File: config.mk
export PLATFORM = sky130hd
export DESIGN_NAME = vpifo_req_sched
export DESIGN_NICKNAME = d
export VERILOG_FILES = /design/src/rtl/vpifo_req_sched.sv
export SDC_FILE = /design/constraint.sdc
export NUM_CORES = 1
export LEC_CHECK = 0
export ABC_CLOCK_PERIOD_IN_PS = 3600
export CORE_MARGIN = 1
export CORE_UTILIZATION = 45
export CTS_CLUSTER_DIAMETER = 80
export CTS_CLUSTER_SIZE = 8
export DETAILED_ROUTE_END_ITERATION = 10
export HOLD_SLACK_MARGIN = 0.02
export SYNTH_ARGS = -nofsm -noshare
export SYNTH_HDL_FRONTEND = slang
export SYNTH_SLANG_ARGS = --single-unit
File: constraint.sdc
create_clock -name i_clk -period 3.6 [get_ports i_clk]
set_input_delay 0.9 -clock i_clk [delete_from_list [all_inputs] [get_ports i_clk]]
set_output_delay 0.9 -clock i_clk [all_outputs]
set_load 0.01 [all_outputs]
File: src/rtl/vpifo_req_sched.sv
// vpifo_req_sched: request scheduler placed in front of the vPIFO IO port.
//
// Clients queue push/pop commands per virtual tree; one command is issued to the
// IO port per issue slot, trees served round-robin. A failed issue backs off and
// retries the same head, dropping it after RETRY_MAX consecutive failures. Pop
// data from the IO port (all-ones = empty) is registered with a valid tag.
//
// Ports:
//   i_clk, i_rst          clock, synchronous active-high reset
//   i_req_*, o_req_ready  client command ingress (ready = target FIFO not full)
//   o_tree_id, o_push, o_push_data, o_pop   registered command to the IO port
//   i_task_fail           IO port failure for the tree on o_tree_id
//   i_pop_data            IO port pop data, all-ones means no data
//   o_pop_valid, o_pop_data                 registered pop result
//   o_drop, o_drop_tree_id                  pulse when a command is dropped
module vpifo_req_sched #(
    parameter int unsigned PTW       = 16,
    parameter int unsigned MTW       = 0,
    parameter int unsigned TREE_NUM  = 4,
    parameter int unsigned QDEPTH    = 4,
    parameter int unsigned BACKOFF   = 3,
    parameter int unsigned RETRY_MAX = 4,
    localparam int unsigned TW       = $clog2(TREE_NUM),
    localparam int unsigned DW       = MTW + PTW
) (
    input  logic          i_clk,
    input  logic          i_rst,
    input  logic          i_req_valid,
    input  logic          i_req_push,
    input  logic [TW-1:0] i_req_tree_id,
    input  logic [DW-1:0] i_req_data,
    output logic          o_req_ready,
    output logic [TW-1:0] o_tree_id,
    output logic          o_push,
    output logic [DW-1:0] o_push_data,
    output logic          o_pop,
    input  logic          i_task_fail,
    input  logic [DW-1:0] i_pop_data,
    output logic          o_pop_valid,
    output logic [DW-1:0] o_pop_data,
    output logic          o_drop,
    output logic [TW-1:0] o_drop_tree_id
);

    localparam int unsigned QW = $clog2(QDEPTH);
    localparam int unsigned CW = $clog2(QDEPTH + 1);
    localparam int unsigned RW = $clog2(RETRY_MAX + 1);
    localparam int unsigned BW = $clog2(BACKOFF + 1);
    localparam int unsigned EW = DW + 1;  // {push flag, data}

    typedef enum logic [1:0] {StArb, StIssue, StBackoff} state_e;

    // ------------------------------------------------------------------
    // Per-tree command FIFOs
    // ------------------------------------------------------------------
    logic [EW-1:0]       mem_q    [TREE_NUM][QDEPTH];
    logic [QW-1:0]       rd_ptr_q [TREE_NUM];
    logic [QW-1:0]       wr_ptr_q [TREE_NUM];
    logic [CW-1:0]       cnt_q    [TREE_NUM];
    logic [TREE_NUM-1:0] full;
    logic [TREE_NUM-1:0] empty;
    logic [TREE_NUM-1:0] enq;
    logic [TREE_NUM-1:0] deq;
    logic                deq_en;
    logic [TW-1:0]       deq_tree;

    always_comb begin
        for (int t = 0; t < TREE_NUM; t++) begin
            full[t]  = (cnt_q[t] == CW'(QDEPTH));
            empty[t] = (cnt_q[t] == '0);
        end
    end

    assign o_req_ready = ~full[i_req_tree_id];

    always_comb begin
        for (int t = 0; t < TREE_NUM; t++) begin
            enq[t] = i_req_valid && o_req_ready && (i_req_tree_id == TW'(t));
            deq[t] = deq_en && (deq_tree == TW'(t));
        end
    end

    always_ff @(posedge i_clk) begin
        if (i_rst) begin
            for (int t = 0; t < TREE_NUM; t++) begin
                rd_ptr_q[t] <= '0;
                wr_ptr_q[t] <= '0;
                cnt_q[t]    <= '0;
            end
        end else begin
            for (int t = 0; t < TREE_NUM; t++) begin
                if (enq[t]) wr_ptr_q[t] <= wr_ptr_q[t] + QW'(1);
                if (deq[t]) rd_ptr_q[t] <= rd_ptr_q[t] + QW'(1);
                if (enq[t] && !deq[t]) begin
                    cnt_q[t] <= cnt_q[t] + CW'(1);
                end else if (!enq[t] && deq[t]) begin
                    cnt_q[t] <= cnt_q[t] - CW'(1);
                end
            end
        end
    end

    always_ff @(posedge i_clk) begin
        for (int t = 0; t < TREE_NUM; t++) begin
            if (enq[t]) mem_q[t][wr_ptr_q[t]] <= {i_req_push, i_req_data};
        end
    end

    // ------------------------------------------------------------------
    // Round-robin pick: first non-empty tree at or after rr_ptr_q
    // ------------------------------------------------------------------
    logic [TW-1:0] rr_ptr_q, rr_ptr_d;
    logic          arb_found;
    logic [TW-1:0] arb_tree;
    logic [TW-1:0] arb_idx;
    logic [EW-1:0] head;

    always_comb begin
        arb_found = 1'b0;
        arb_tree  = rr_ptr_q;
        arb_idx   = '0;
        for (int i = 0; i < TREE_NUM; i++) begin
            arb_idx = rr_ptr_q + TW'(i);  // wraps modulo TREE_NUM
            if (!arb_found && !empty[arb_idx]) begin
                arb_found = 1'b1;
                arb_tree  = arb_idx;
            end
        end
    end

    assign head = mem_q[arb_tree][rd_ptr_q[arb_tree]];

    // ------------------------------------------------------------------
    // Issue FSM
    // ------------------------------------------------------------------
    state_e        state_q, state_d;
    logic [RW-1:0] retry_q, retry_d;
    logic [BW-1:0] bo_cnt_q, bo_cnt_d;
    logic [TW-1:0] tree_q, tree_d;
    logic          push_q, push_d;
    logic          pop_q, pop_d;
    logic [DW-1:0] push_data_q, push_data_d;
    logic          cmd_push_q, cmd_push_d;  // kind of the held command, for reissue
    logic          drop_q, drop_d;
    logic [TW-1:0] drop_tree_q, drop_tree_d;
    logic          pop_valid_q;
    logic [DW-1:0] pop_data_q;

    always_comb begin
        state_d     = state_q;
        rr_ptr_d    = rr_ptr_q;
        retry_d     = retry_q;
        bo_cnt_d    = bo_cnt_q;
        tree_d      = tree_q;
        push_d      = 1'b0;
        pop_d       = 1'b0;
        push_data_d = push_data_q;
        cmd_push_d  = cmd_push_q;
        drop_d      = 1'b0;
        drop_tree_d = drop_tree_q;
        deq_en      = 1'b0;
        deq_tree    = tree_q;

        unique case (state_q)
            StArb: begin
                if (arb_found) begin
                    tree_d      = arb_tree;
                    cmd_push_d  = head[DW];
                    push_d      = head[DW];
                    pop_d       = ~head[DW];
                    push_data_d = head[DW] ? head[DW-1:0] : '0;
                    state_d     = StIssue;
                end
            end
            StIssue: begin
                if (!i_task_fail) begin
                    deq_en   = 1'b1;
                    retry_d  = '0;
                    rr_ptr_d = tree_q + TW'(1);
                    state_d  = StArb;
                end else if (retry_q == RW'(RETRY_MAX - 1)) begin
                    // Last allowed attempt failed: discard the head.
                    deq_en      = 1'b1;
                    drop_d      = 1'b1;
                    drop_tree_d = tree_q;
                    retry_d     = '0;
                    rr_ptr_d    = tree_q + TW'(1);
                    state_d     = StArb;
                end else begin
                    retry_d  = retry_q + RW'(1);
                    // Reissue is registered on the cycle the counter hits 0,
                    // giving exactly BACKOFF idle cycles.
                    bo_cnt_d = BW'(BACKOFF - 1);
                    state_d  = StBackoff;
                end
            end
            StBackoff: begin
                if (bo_cnt_q == '0) begin
                    push_d  = cmd_push_q;
                    pop_d   = ~cmd_push_q;
                    state_d = StIssue;
                end else begin
                    bo_cnt_d = bo_cnt_q - BW'(1);
                end
            end
            default: state_d = StArb;
        endcase
    end

    always_ff @(posedge i_clk) begin
        if (i_rst) begin
            state_q     <= StArb;
            rr_ptr_q    <= '0;
            retry_q     <= '0;
            bo_cnt_q    <= '0;
            tree_q      <= '0;
            push_q      <= 1'b0;
            pop_q       <= 1'b0;
            push_data_q <= '0;
            cmd_push_q  <= 1'b0;
            drop_q      <= 1'b0;
            drop_tree_q <= '0;
            pop_valid_q <= 1'b0;
            pop_data_q  <= '1;
        end else begin
            state_q     <= state_d;
            rr_ptr_q    <= rr_ptr_d;
            retry_q     <= retry_d;
            bo_cnt_q    <= bo_cnt_d;
            tree_q      <= tree_d;
            push_q      <= push_d;
            pop_q       <= pop_d;
            push_data_q <= push_data_d;
            cmd_push_q  <= cmd_push_d;
            drop_q      <= drop_d;
            drop_tree_q <= drop_tree_d;
            pop_valid_q <= (i_pop_data != '1);
            pop_data_q  <= i_pop_data;
        end
    end

    assign o_tree_id      = tree_q;
    assign o_push         = push_q;
    assign o_pop          = pop_q;
    assign o_push_data    = push_data_q;
    assign o_drop         = drop_q;
    assign o_drop_tree_id = drop_tree_q;
    assign o_pop_valid    = pop_valid_q;
    assign o_pop_data     = pop_data_q;

endmodule

==> flow_metrics.tcl <==
set metrics [dict create \
    avgViaCountPerCell 5.46 \
    rsz0062_at_grt "no" \
    critical_path.startpoint_type "flop" \
    yosys-top-cells-area "sky130_fd_sc_hd__edfxtp_1, sky130_fd_sc_hd__nand2_1, sky130_fd_sc_hd__dfxtp_1, sky130_fd_sc_hd__nand3_1, sky130_fd_sc_hd__o211ai_1" \
    power_switching_share_pct 25.7 \
    clock_sinks 350 \
    number_of_top_level_pins 80 \
    diodes 0 \
    r2r_cells 10 \
    setup-violations-final 0 \
    fp.dieArea_mm2 0.0331 \
    rows 65 \
    synthMostInstantiatedCell "sky130_fd_sc_hd__nand2_1" \
    power.leakage_nw 6.27 \
    worst_path_most_repeated_cell "sky130_fd_sc_hd__buf_4" \
    yosysSeqAreaShare_pct 68.6 \
    timing.critical_path.required_ns 4.03 \
    setup_tns_after_final_layout_ns 0 \
    timing.reg2reg.setup_slack_ns 0.21 \
    finalWorstPathRequiredPeriod_ns 3.39 \
    max_freq_mhz 295 \
    drive_gt1_share_pct 9.52 \
    worst_pin_slew_ns 0.676 \
    detailedPlacementHpwl_um 19500 \
    top_cell_type_by_total_area_after_synthesis "sky130_fd_sc_hd__edfxtp_1" \
    cts-buffers-inserted 49 \
    register_bit_count_reported_by_yosys 350 \
    clk_path_buf_depth 3 \
    htreeDepth 2 \
    critical_path_buf_inv_count 3 \
    hold_depth 2 \
    arrival_ns 3.82 \
    synth_top_cells_by_count "sky130_fd_sc_hd__nand2_1, sky130_fd_sc_hd__edfxtp_1, sky130_fd_sc_hd__nand3_1" \
    syn-cell-area_mm2 0.0146 \
    fin_nets 1384 \
    floorplan.die.height_um 182 \
    crit_path_cell_trace "or3_1 -> o21bai_1 -> o31ai_4 -> buf_4 -> buf_4 -> buf_4 -> nand3_1 -> o211ai_1 -> nand3_1 -> a32o_1" \
    outcome "finished, final reports clean" \
    layout_filler_cell_count 2720 \
    average_footprint_of_a_synthesized_cell_um2 12.1 \
    yosys_warnings 0 \
    grt_total_ovfl 0 \
    timing.final.crit_share_pct 94.1 \
    root_buffer "sky130_fd_sc_hd__clkbuf_16" \
    net-switching-power_w 0.00266 \
    finalHoldWorstSlack_ns 0.452 \
    rr_endpoint "o_push_data[1]$_SDFFE_PP0P_" \
    number_of_flops_mapped_to_enable_cells_by_yosys 300 \
    finClkSkew_ns 0.0162 \
    peakVddDrop_uv 353 \
    min_to "bo_cnt_q[0]$_SDFFE_PP0P_" \
    areaGrowthSynthToFinish_pct 19.7 \
    cts_tree "built" \
    dr_drc_count 0 \
    type_of_the_setup_path_with_the_least_slack "flop to flop" \
    maxCapViolCount 0 \
    route.antenna.remaining_nets 0 \
    floorplan.initialDensity_pct 46.0 \
    synthCells 1209 \
    maximum_number_of_pins_on_one_net_before_global_route_repair 95 \
    critical_path.endpoint_type "flop" \
    first_pass_iters 5 \
    holdCritStartpoint "bo_cnt_q[0]$_SDFFE_PP0P_" \
    share_clk_of_total_power_pct 40.4 \
    worst_r2r_startpoint "cnt_q[1][1]$_SDFFCE_PN0P_" \
    clk_latency_worst_skew_pair_ns 0.55 \
    report.final.slew_viol_count 0 \
    p_int_w 0.00768 \
    num_vias 9585 \
    grt_pass1_vias 9342 \
    netlist-cell-type-count 59 \
    finalHoldViolations 0 \
    pwr_density_cell_mw_per_mm2 592 \
    place.gp.congestion 0.787 \
    slew-limit-headroom_pct 54.6 \
    buffer_ports.inserted 79 \
    number_of_nets_produced_by_synthesis 1276 \
    synth_top_flop_cell "sky130_fd_sc_hd__edfxtp_1" \
    grtUsageTotal_pct 21.2 \
    netlist.area_leader.share_pct 61.8 \
    power.share.sequential_pct 44.6 \
    crit_path_start "cnt_q[1][1]$_SDFFCE_PN0P_" \
    die_width_um 182 \
    path_max_fanout 42 \
    wirelength_um 34600 \
    critical_path.top_delay_family "buffers and inverters" \
    critPathMaxStageDelay_ns 0.50 \
    worst_hold_path_type "flop to flop" \
    detail_route.iter0.violations 801 \
    initial_antenna_violation_count 0 \
    hold_buffers 0 \
    combPwrFrac_pct 15.0 \
    core_region_area_mm2 0.0317 \
    synth_async_sr_flop_share_pct 0 \
    grt_first_pass_wirelength_um 53300 \
    wire_per_inst_um 19.7 \
    crit_slowest_cell "sky130_fd_sc_hd__buf_4" \
    cts.clk_slew.worst_paths_ns 0.05 \
]
==> logic make-up (layout without fill, tap and decap cells) <==
family	Yosys count	in the layout	synth area share, %
adders and majority gates	28	28	2.56
xor gates and xnor gates	9	9	0.540
and+or+nand+nor	582	582	17.8
AOI/OAI and AO/OA	135	135	7.06
muxes	13	13	0.909
DFF	350	350	68.6
buffers and inverters	92	238	2.50
==> cell type report <==
| class | count | area (um^2) | share of cell area, % |
|---|---|---|---|
| well taps | 402 | 503 | 2.88 |
| multi-input cells | 767 | 4250 | 24.3 |
| repair buffers | 127 | 1220 | 7.01 |
| clock buffers | 88 | 1380 | 7.91 |
| clock inverters | 1 | 20.0 | 0.115 |
| inverters | 22 | 82.6 | 0.473 |
| flip-flops and latches | 350 | 10000 | 57.3 |
==> cells in the final DEF, fill, tap and decap left out, types with 7 or more instances in the layout <==
| master | count |
|---|---|
| sky130_fd_sc_hd__a21oi_1 | 21 |
| sky130_fd_sc_hd__a32o_1 | 15 |
| sky130_fd_sc_hd__and2_1 | 20 |
| sky130_fd_sc_hd__buf_4 | 41 |
| sky130_fd_sc_hd__clkbuf_1 | 38 |
| sky130_fd_sc_hd__clkbuf_16 | 49 |
| sky130_fd_sc_hd__clkdlybuf4s50_1 | 78 |
| sky130_fd_sc_hd__dfxtp_1 | 50 |
| sky130_fd_sc_hd__edfxtp_1 | 300 |
| sky130_fd_sc_hd__ha_1 | 25 |
| sky130_fd_sc_hd__inv_1 | 22 |
| sky130_fd_sc_hd__mux2i_1 | 10 |
| sky130_fd_sc_hd__nand2_1 | 340 |
| sky130_fd_sc_hd__nand2b_1 | 14 |
| sky130_fd_sc_hd__nand3_1 | 94 |
| sky130_fd_sc_hd__nand4_1 | 7 |
| sky130_fd_sc_hd__nor2_1 | 40 |
| sky130_fd_sc_hd__nor3_1 | 16 |
| sky130_fd_sc_hd__o211ai_1 | 61 |
| sky130_fd_sc_hd__or2_2 | 17 |
| sky130_fd_sc_hd__or3_1 | 8 |
| sky130_fd_sc_hd__xnor2_1 | 7 |
==> per-layer routing <==
layer	up-vias	part of all wire (%)	track usage, %	wire length, um
li1	4569	-	-	-
met1	4690	45	28.7	15500
met2	266	47	34.8	16300
met3	60	5.7	3.47	1990
met4	0	2.3	6.96	783
met5	-	0	0	0
==> what timing repair did <==
action                     4_1_cts  5_1_grt
setup endpoints to repair        0       15
gates resized for setup          0        1
setup buffers                    0        1
==> worst reg2reg max path, cell delays in order (launching register included) <==
cell and delay (ns):
sky130_fd_sc_hd__edfxtp_1 0.40, sky130_fd_sc_hd__or3_1 0.46, sky130_fd_sc_hd__o21bai_1 0.22, sky130_fd_sc_hd__o31ai_4 0.35
sky130_fd_sc_hd__buf_4 0.27, sky130_fd_sc_hd__buf_4 0.42, sky130_fd_sc_hd__buf_4 0.50, sky130_fd_sc_hd__nand3_1 0.16
sky130_fd_sc_hd__o211ai_1 0.12, sky130_fd_sc_hd__nand3_1 0.13, sky130_fd_sc_hd__a32o_1 0.26
==> sequential cells by signal (all words and copies together) (netlist names) <==
signal	cells
wr_ptr_q	8
state_q	2
rd_ptr_q	8
mem_q	272
o_tree_id	2
cmd_push_q	1
o_pop_data	16
o_pop	1
o_pop_valid	1
rr_ptr_q	2
retry_q	3
bo_cnt_q	2
o_push_data	16
cnt_q	12
o_push	1
o_drop	1
o_drop_tree_id	2
==> metrics by stage <==
| step | setup WS [ns] | area, um^2 | total power (W) | util [%] | cells |
|---|---|---|---|---|---|
| global route | 0.00841 | 17500 | 0.0108 | 55.1 | 1757 |
| floorplan | 0.601 | 14600 | 0.00562 | - | 1209 |
| finish | 0.212 | 17500 | 0.0103 | 55.1 | 1757 |
| global placement | 0.192 | 16000 | 0.00621 | 50.6 | 1667 |
| detailed placement | 0.0624 | 16000 | 0.00623 | 50.6 | 1667 |
| CTS | 0.0436 | 17400 | 0.0104 | 55.0 | 1756 |
==> power groups by stage <==
stage / clock, W / sequential, W / combinational [W]
2_1_floorplan: 0 / 0.00469 / 0.000925
3_3_place_gp: 0 / 0.00469 / 0.00152
3_5_place_dp: 0 / 0.00469 / 0.00154
4_1_cts: 0.00426 / 0.00461 / 0.00155
5_1_grt: 0.00446 / 0.00462 / 0.00170
6_report: 0.00418 / 0.00461 / 0.00155
==> worst max path at each step <==
| stage | endpoint | depth (start not counted) | slack (ns) |
|---|---|---|---|
| 3_3_place_gp | o_push_data[2]$_SDFFE_PP0P_ | 8 | 0.19 |
| 4_1_cts | o_push_data[9]$_SDFFE_PP0P_ | 8 | 0.04 |
| 3_5_place_dp | o_push_data[9]$_SDFFE_PP0P_ | 8 | 0.06 |
| 6_report | o_push_data[1]$_SDFFE_PP0P_ | 10 | 0.21 |
| 2_1_floorplan | o_push_data[0]$_SDFFE_PP0P_ | 11 | 0.60 |
| 5_1_grt | o_push_data[6]$_SDFFE_PP0P_ | 12 | 0.008 |
No activity file was read; power rests on OpenSTA's default activity.
